==> config.mk <==
export PLATFORM = sky130hd
export DESIGN_NAME = axis_backoff_ctrl
export DESIGN_NICKNAME = d
export VERILOG_FILES = /design/src/rtl/axis_backoff_ctrl_pkg.sv /design/src/rtl/axis_backoff_ctrl_lfsr_prng.sv /design/src/rtl/axis_backoff_ctrl.sv
export SDC_FILE = /design/constraint.sdc
export NUM_CORES = 1
export LEC_CHECK = 0
export ABC_AREA = 1
export BUFFER_PORTS_ARGS = -buffer_cell sky130_fd_sc_hd__buf_2
export CORE_ASPECT_RATIO = 1.25
export CORE_MARGIN = 2
export CORE_UTILIZATION = 40
export DETAILED_ROUTE_END_ITERATION = 8
export PLACE_DENSITY = 0.68
export SLEW_MARGIN = 20
export SYNTH_ARGS = -nofsm -noshare
export SYNTH_HDL_FRONTEND = slang
export SYNTH_SLANG_ARGS = --single-unit
==> constraint.sdc <==
create_clock -name clk -period 3.5 [get_ports clk]
set_input_delay 0.35 -clock clk [delete_from_list [all_inputs] [get_ports clk]]
set_output_delay 0.35 -clock clk [all_outputs]
set_load 0.01 [all_outputs]
==> src/rtl/axis_backoff_ctrl_pkg.sv <==
// Shared definitions for the half-duplex retransmit controller and the MAC tx path.
package axis_backoff_ctrl_pkg;

  typedef enum logic [2:0] {
    ST_IDLE    = 3'd0,
    ST_TX      = 3'd1,
    ST_JAM     = 3'd2,
    ST_BACKOFF = 3'd3,
    ST_DROP    = 3'd4
  } state_e;

  // Galois feedback mask for x^16 + x^14 + x^13 + x^11 + 1 (right-shifting form).
  localparam logic [15:0] LFSR_TAPS = 16'hB400;

  // Low k bits set: selects the backoff slot count r out of the PRNG word.
  function automatic logic [15:0] backoff_mask(input logic [4:0] k);
    return (16'd1 << k) - 16'd1;
  endfunction

endpackage

==> src/rtl/axis_backoff_ctrl_lfsr_prng.sv <==
// Free-running Galois LFSR; advances every clock and reloads SEED on reset.
module lfsr_prng #(
  parameter int               WIDTH = 16,
  parameter logic [WIDTH-1:0] SEED  = '1,
  parameter logic [WIDTH-1:0] TAPS  = '1
) (
  input  logic             clk,
  input  logic             rst,
  output logic [WIDTH-1:0] out
);

  always_ff @(posedge clk or posedge rst) begin
    if (rst) out <= SEED;
    else     out <= out[0] ? ((out >> 1) ^ TAPS) : (out >> 1);
  end

endmodule

==> src/rtl/axis_backoff_ctrl.sv <==
// Retransmit controller: jam, truncated binary exponential backoff and replay on collision.
// Handshake: tx_beat is valid&&ready at the replay buffer output; hold forces downstream ready low.
module axis_backoff_ctrl
  import axis_backoff_ctrl_pkg::*;
#(
  parameter int          SLOT_CYCLES   = 128,
  parameter int          JAM_CYCLES    = 8,
  parameter int          MAX_ATTEMPTS  = 16,
  parameter int          BACKOFF_LIMIT = 10,
  parameter logic [15:0] LFSR_SEED     = 16'hace1
) (
  input  logic       clk,
  input  logic       rst,
  input  logic       tx_beat,
  input  logic       tx_last,
  input  logic       collision,
  input  logic       replayable,
  output logic       replay,
  output logic       done,
  output logic       hold,
  output logic       jam,
  output logic       drop,
  output logic       tx_ok,
  output logic       tx_abort,
  output logic       late_col,
  output logic [4:0] attempts,
  output state_e     dbg_state
);

  localparam int BO_MAX = ((1 << BACKOFF_LIMIT) - 1) * SLOT_CYCLES;
  localparam int CW     = $clog2(BO_MAX + 1);
  localparam int JW     = (JAM_CYCLES > 1) ? $clog2(JAM_CYCLES) : 1;

  state_e          state;
  logic [JW-1:0]   jam_cnt;
  logic [CW-1:0]   bo_cnt;
  logic            abort_q;
  logic [15:0]     lfsr;
  logic [4:0]      att_next;
  logic [4:0]      k;
  logic [15:0]     r_val;
  logic [CW-1:0]   bo_load;

  lfsr_prng #(
    .WIDTH (16),
    .SEED  (LFSR_SEED),
    .TAPS  (LFSR_TAPS)
  ) u_prng (
    .clk (clk),
    .rst (rst),
    .out (lfsr)
  );

  assign att_next  = attempts + 5'd1;
  assign k         = (attempts > 5'(BACKOFF_LIMIT)) ? 5'(BACKOFF_LIMIT) : attempts;
  assign r_val     = lfsr & backoff_mask(k);
  assign bo_load   = CW'(r_val) * CW'(SLOT_CYCLES) - CW'(1);
  assign dbg_state = state;

  always_ff @(posedge clk or posedge rst) begin
    if (rst) begin
      state    <= ST_IDLE;
      replay   <= 1'b0;
      done     <= 1'b0;
      hold     <= 1'b0;
      jam      <= 1'b0;
      drop     <= 1'b0;
      tx_ok    <= 1'b0;
      tx_abort <= 1'b0;
      late_col <= 1'b0;
      attempts <= 5'd0;
      jam_cnt  <= '0;
      bo_cnt   <= '0;
      abort_q  <= 1'b0;
    end else begin
      replay   <= 1'b0;
      done     <= 1'b0;
      tx_ok    <= 1'b0;
      tx_abort <= 1'b0;
      late_col <= 1'b0;
      case (state)
        ST_IDLE: begin
          if (tx_beat) begin
            if (tx_last) begin
              done  <= 1'b1;
              tx_ok <= 1'b1;
            end else begin
              state <= ST_TX;
            end
          end
        end
        ST_TX: begin
          // A replayable collision outranks a coincident last beat.
          if (collision && replayable) begin
            attempts <= att_next;
            jam      <= 1'b1;
            hold     <= 1'b1;
            jam_cnt  <= JW'(JAM_CYCLES - 1);
            state    <= ST_JAM;
            if (att_next < 5'(MAX_ATTEMPTS)) begin
              replay  <= 1'b1;
              abort_q <= 1'b0;
            end else begin
              done     <= 1'b1;
              tx_abort <= 1'b1;
              abort_q  <= 1'b1;
            end
          end else begin
            if (collision) late_col <= 1'b1;
            if (tx_beat && tx_last) begin
              done     <= 1'b1;
              tx_ok    <= 1'b1;
              attempts <= 5'd0;
              state    <= ST_IDLE;
            end
          end
        end
        ST_JAM: begin
          if (jam_cnt == '0) begin
            jam <= 1'b0;
            if (abort_q) begin
              hold  <= 1'b0;
              drop  <= 1'b1;
              state <= ST_DROP;
            end else if (r_val == 16'd0) begin
              // Zero slots drawn: resume straight away so no beat lands in a hold-free backoff.
              hold  <= 1'b0;
              state <= ST_TX;
            end else begin
              bo_cnt <= bo_load;
              state  <= ST_BACKOFF;
            end
          end else begin
            jam_cnt <= jam_cnt - JW'(1);
          end
        end
        ST_BACKOFF: begin
          if (bo_cnt == '0) begin
            hold  <= 1'b0;
            state <= ST_TX;
          end else begin
            bo_cnt <= bo_cnt - CW'(1);
          end
        end
        ST_DROP: begin
          if (tx_beat && tx_last) begin
            drop     <= 1'b0;
            attempts <= 5'd0;
            abort_q  <= 1'b0;
            state    <= ST_IDLE;
          end
        end
        default: state <= ST_IDLE;
      endcase
    end
  end

endmodule

Word level (Yosys, flattened, before mapping)

Index checks and enable logic that the tools add are counted.

Shift operators: 1
Muxes and demuxes: 52
Reduce and logical (&&, ||, !) cells: 18
Order comparisons: 2
Equality and inequality tests: 16
Bitwise operators: 2
Add/sub/neg operators: 5

Operator list:

| kind                                                | count |
|---|---|
| two-way mux 17 bit                                  | 4 |
| case mux 17 bit (2 select lines)                    | 1 |
| subtractor 17 x 1 -> 17 bit (second input constant) | 2 |
| two-way mux 3 bit                                   | 9 |
| two-way mux 1 bit                                   | 24 |
| inequality test 2 bit (second input constant)       | 11 |
| zero test 17 bit                                    | 1 |
| AND 16 bit                                          | 1 |
| zero test 16 bit                                    | 1 |
| two-way mux 16 bit                                  | 1 |
| left shift 1 x 5 -> 16 bit (first input constant)   | 1 |
| subtractor 16 x 1 -> 16 bit (second input constant) | 1 |
| two-way mux 5 bit                                   | 3 |
| case mux 3 bit (5 select lines)                     | 1 |
| case mux 1 bit (2 select lines)                     | 5 |
| case mux 5 bit (2 select lines)                     | 1 |
| AND reduction 5 bit                                 | 2 |
| AND reduction 3 bit                                 | 3 |
| AND reduction 4 bit                                 | 2 |
| nonzero test 2 bit                                  | 4 |
| == test 3 x 2 -> 1 bit (second input constant)      | 2 |
| zero test 3 bit                                     | 2 |
| case mux 3 bit (2 select lines)                     | 1 |
| adder 5 x 1 -> 5 bit (second input constant)        | 1 |
| 11 further kinds                                    | 12 |

Output and inout port bits: 16
Input port bits: 6
Word-level logic and storage cells: 110
Register bits after elaboration: 53

Depth between registers and ports, before layout

Depth after elaboration: 10
Gate-level depth with buffers: 25

Modules after synthesis

A second synthesis with hierarchy kept.

Cells, all modules: 418
Area total of the unflattened synthesis: 3240.6 µm²

Modules (own cells, without submodules):

| module            | area an instance (µm²) | times used | cells an instance | seq. area each (µm²) |
|---|---|---|---|---|
| axis_backoff_ctrl | 2777.7                 | 1          | 388               | 925.9 |
| lfsr_prng         | 462.9                  | 1          | 30                | 410.4 |

Worst setup path before layout

OpenSTA, ideal clock, no wires.

Kind: flip-flop to flip-flop
From: reg attempts[0]
To: reg bo_cnt[6]
Cell stages (with the launch flop): 26
Required time: 3384 ps
Library setup time: 116 ps
Data arrival time: 2574 ps
Slack: 810 ps
Buffers on the path: 2
Clock period less this slack: 2690 ps
Path through: dfrtp_1 buf_2 inv_1 ha_1 nor2_1 nor2_1 nand2_1 inv_1 nand3_1 ha_1 nor2_1 inv_1 ha_1 inv_1 nor2_1 nand2_1 nor2_1 nand3_1 nor2_2 nand2_2 nand2_4 nand2_4 nand2_8 buf_12 nand2_2 nand2_2

Longest elaborated chain between the ends: 8

RTL lines:

| element                                | RTL line                    | RTL |
|---|---|---|
| start, declared                        | axis_backoff_ctrl.sv:26     | `output logic [4:0] attempts,` |
| start signal, assigned                 | axis_backoff_ctrl.sv:95     | `attempts <= att_next;` |
| greater-than comparator 5 x 4 -> 1 bit | axis_backoff_ctrl.sv:55     | `assign k = (attempts > 5'(BACKOFF_LIMIT)) ? 5'(BACKOFF_LIMIT) : attempts;` |
| two-way mux 5 bit *                    | axis_backoff_ctrl.sv:55     |  |
| left shift 1 x 5 -> 16 bit *           | axis_backoff_ctrl_pkg.sv:17 | `return (16'd1 << k) - 16'd1;` |
| subtractor 16 x 1 -> 16 bit *          | axis_backoff_ctrl_pkg.sv:17 |  |
| AND 16 bit *                           | axis_backoff_ctrl.sv:56     | `assign r_val = lfsr & backoff_mask(k);` |
| zero test 16 bit *                     | axis_backoff_ctrl.sv:125    | `end else if (r_val == 16'd0) begin` |
| inequality test 2 bit (no line) *      | -                           |  |
| AND reduction 5 bit (no line) *        | -                           |  |
| end signal, assigned                   | axis_backoff_ctrl.sv:130    | `bo_cnt <= bo_load;` |
| end signal, assigned                   | axis_backoff_ctrl.sv:142    | `bo_cnt <= bo_cnt - CW'(1);` |
| end, declared                          | axis_backoff_ctrl.sv:36     | `logic [CW-1:0] bo_cnt;` |

Every way passes the cells marked *; elsewhere a longest branch is shown, timed or not.
A chain may end at the register's enable or synchronous reset.

Worst setup path in the final report

From: reg attempts[0]
To: reg bo_cnt[16]

Longest elaborated chain between the ends: 10

RTL lines:

| element                                | RTL line                    | RTL |
|---|---|---|
| greater-than comparator 5 x 4 -> 1 bit | axis_backoff_ctrl.sv:55     |  |
| two-way mux 5 bit *                    | axis_backoff_ctrl.sv:55     |  |
| left shift 1 x 5 -> 16 bit *           | axis_backoff_ctrl_pkg.sv:17 |  |
| subtractor 16 x 1 -> 16 bit *          | axis_backoff_ctrl_pkg.sv:17 |  |
| AND 16 bit *                           | axis_backoff_ctrl.sv:56     |  |
| subtractor 17 x 1 -> 17 bit            | axis_backoff_ctrl.sv:57     | `assign bo_load = CW'(r_val) * CW'(SLOT_CYCLES) - CW'(1);` |
| two-way mux 17 bit                     | axis_backoff_ctrl.sv:125    |  |
| two-way mux 17 bit                     | axis_backoff_ctrl.sv:121    | `if (abort_q) begin` |
| two-way mux 17 bit                     | axis_backoff_ctrl.sv:119    | `if (jam_cnt == '0) begin` |
| case mux 17 bit (2 select lines)       | axis_backoff_ctrl.sv:81     | `case (state)` |

Every way passes the cells marked *; elsewhere a longest branch is shown, timed or not. The select of a mux whose other input is x is not followed.

==> key figures <==
Run status
  • Status: completed

GRT
  • Met1 usage: 20.4%
  • Met2 Track Usage GR: between 20% and 30%
  • Pin count of the biggest net entering global routing: 54
  • GRT Total Usage: between 10% and 20%
  • Number of global-route vias before repair: about 2700
  • GR peak layer: met2
  • Met3 Use GR: 2.30%
  • Initial antenna violation count: 0
  • Total gr overflow: 0
  • Wire length of the first global-routing pass: around 12 mm

Drt
  • Vias: about 2700
  • # DRC: 0
  • Vias per cell: approximately 5.1
  • DRT antenna net count: 0
  • Router iterations before antenna repair: 4
  • WL/cell: between 10 and 15 um
  • DRT Wirelength: approximately 6.9 mm
  • DR iter-0 viols: ~140

Floorplanning
  • Die height: approximately 100 um
  • Row cnt: 36
  • Die X: 84.1 um
  • Core area: 7790 um^2
  • I/O pins: 22
  • Initial Util: 41.2%
  • Die area: 8760 um^2

Setup path
  • Biggest fanout along the worst timing path: 11
  • Critical Path RT: 3.76 ns
  • Crit start category: flip-flop
  • CP max stage delay: 0.50 ns
  • Crit end category: flip-flop
  • Crit path cell chain: inv_1 > ha_1 > nor2_1 > nor2_1 > nand2_1 > inv_1 > nand3_1 > ha_1 > nor2_1 > inv_1 > ha_1 > inv_1 > nor2_1 > nand2_1 > nor2_1 > nand3_1 > nor2_2 > nand2_2 > nand2_4 > a21oi_1 > nand2_1 > nand2_1
  • Worst path slowest cell: dfrtp_1
  • Worst Path Arrival: 3.24 ns
  • Worst setup path class: flip-flop to flip-flop
  • Worst r2r path cells: 22
  • Most used cell, CP: nor2_1

Power
  • Maximum vdd drop: roughly 340 uV
  • P_leak: 1.91 nW
  • P per Cell Area: around 560 nW/um^2

Cells and area
  • Layout cells sized above 1: approximately 17%
  • Most common cell after layout, fill and taps aside: nand2_1
  • Most frequent cells in the layout: nand2_1 (98), inv_1 (53), dfrtp_1 (45)
  • Layout Nets: 450
  • Diodes inserted: 0
  • Design area: 3470 um^2
  • Area Growth Syn to Fin: 8.03%

Hold path
  • Hold WC Path Type: input port to async pin

Timing
  • Setup TNS: 0 ns
  • Ratio of final minimum period to clock period: between 80% and 90%
  • Clock skew: between 0.007 and 0.008 ns
  • Worst Tran Pin Value: roughly 0.87 ns
  • Fmax: about 340 MHz
  • Pins Over Slew Limit: 0
  • Post-route minimum period: around 3.0 ns
  • RSZ-0062 raised after global routing: false
  • Rel. slew slack: 41.6%
  • Setup violators final: 0
  • Final Hold Fails: 0

Synth
  • Mux share of post-synthesis cell area: 0%
  • Synth Instances: ~420
  • Register area share after synthesis: around two fifths
  • Post-synthesis compound-gate area fraction: between 8 and 9%
  • Post-Synth XOR/XNOR Area: 3.00%
  • Mapped Nets: between 400 and 500
  • Yosys reg bits: 53
  • Post-synthesis simple-gate area fraction: 34.4%
  • Post-Syn Area: between 3000 and 4000 um^2
  • Post-Synth Adder-Cell Area: 3.12%
  • Yosys warnings: 0
  • Unique masters post-synth: 40
  • Syn avg cell area: 7.71 um^2
  • Largest family of logic cells by synthesized area: simple AND/OR/NAND/NOR gates

Job
  • Max-Cap Viols: 0

Clock network
  • Longest Clk Path Bufs: 2
  • Clk sink count: 53
  • Clock transition at the registers of the reported paths: 0.10 ns
  • Setup bufs post-CTS: 0
  • Num CTS Buffers: 5
  • CTS root buf: clkbuf_8
  • Clock Latency Late Sink: between 0.3 and 0.4 ns
  • CTS tree: yes
  • H-tree levels: 2
  • Post-cts sizing count: 0
  • Cts hold-fix bufs: 0

Placed design
  • Port Buffer Count: 21
  • Final RePlAce weighted congestion: about 0.86
  • DP Wirelength: ~5.1 mm
  • Placed cell areas: around 3400 um^2
through the flow:
step | total power (W) | std cells | util, % | hold WS [ns] | setup WS, ns
floorplan | 0.00140 | 416 | - | 0.350 | 0.810
global placement | 0.00158 | 524 | 43.3 | 0.359 | 0.702
detailed placement | 0.00159 | 524 | 43.4 | 0.359 | 0.542
CTS | 0.00195 | 532 | 44.5 | 0.149 | 0.521
global route | 0.00209 | 532 | 44.5 | 0.186 | 0.212
finish | 0.00193 | 532 | 44.5 | 0.110 | 0.519
worst max-delay path: cells and delay by family, from the launching register on:
| family | cells | cell delay (ns) |
|---|---|---|
| buffers and inverters | 4 | 0.31 |
| and+or+nand+nor | 14 | 1.07 |
| DFF | 1 | 0.50 |
| AOI/OAI and AO/OA | 1 | 0.37 |
| adders and majority gates | 3 | 0.67 |
path summary, 6_finish.rpt:
kind                                from       endpoint  slack (ns)
setup / recovery             attempts[0]     bo_cnt[16]        0.52
hold / removal                       rst    attempts[3]        0.11
setup reg to reg             attempts[0]     bo_cnt[16]        0.52
hold reg to reg            u_prng.out[7]  u_prng.out[6]        0.37
max in group asynchronous            rst  u_prng.out[1]        2.94
min in group clk              replayable       late_col        0.19
routing by layer:
metal	wire, um	vias up
li1	-	1377
met1	3010	1289
met2	3450	48
met3	151	17
met4	244	0
met5	0	-
Yosys cell counts, drive strengths merged:
cell	count	area (um^2)
clkinv	3	11.3
nor2	45	181
buf	5	48.8
nand2	115	503
ha	8	100
a2bb2oi	1	8.76
o221ai	1	8.76
o32ai	1	8.76
a31oi	3	18.8
a21oi	13	68.8
nand3	42	268
a22oi	2	15.0
a2111oi	2	17.5
o21a	2	15.0
clkbuf	4	15.0
o21ai	20	100
dfrtp	45	1130
o21bai	2	15.0
xor2	8	70.1
nand3b	2	15.0
or2	4	25.0
nor3	3	15.0
dfstp	8	210
nor4	2	12.5
xnor2	3	26.3
inv	59	221
nor3b	1	7.51
nand4	12	75.1
cell families after synthesis:
family                     count (synthesis)
and+or+nand+nor                          226
buffers and inverters                     71
DFF                                       53
AOI/OAI and AO/OA                         47
xor gates and xnor gates                  11
adders and majority gates                  8
flip-flops by register name (all words and copies together) (netlist names):
name and cells:
replay 1, bo_cnt 17, tx_ok 1, attempts 5
abort_q 1, drop 1, u_prng.out 16, late_col 1
jam_cnt 3, dbg_state 3, hold 1, tx_abort 1
done 1, jam 1
where the power goes:
group / leakage, nW / internal, W / switching [W] / total (W)
Sequential: 0.685 / 0.000679 / 0.0000817 / 0.000761
Combinational: 1.19 / 0.000264 / 0.000558 / 0.000822
Clock: 0.0374 / 0.000141 / 0.000209 / 0.000351
Total: 1.91 / 0.00108 / 0.000849 / 0.00193
layout make-up:
cell class | count | area [um^2]
clock buffer | 6 | 72.6
clock inverter | 2 | 15.0
fill | 757 | 4330
inverter | 62 | 235
multi-input combinational | 292 | 1580
sequential | 53 | 1340
tap | 95 | 119
timing repair buffer | 22 | 113
Power figures use the tool's default switching activity.
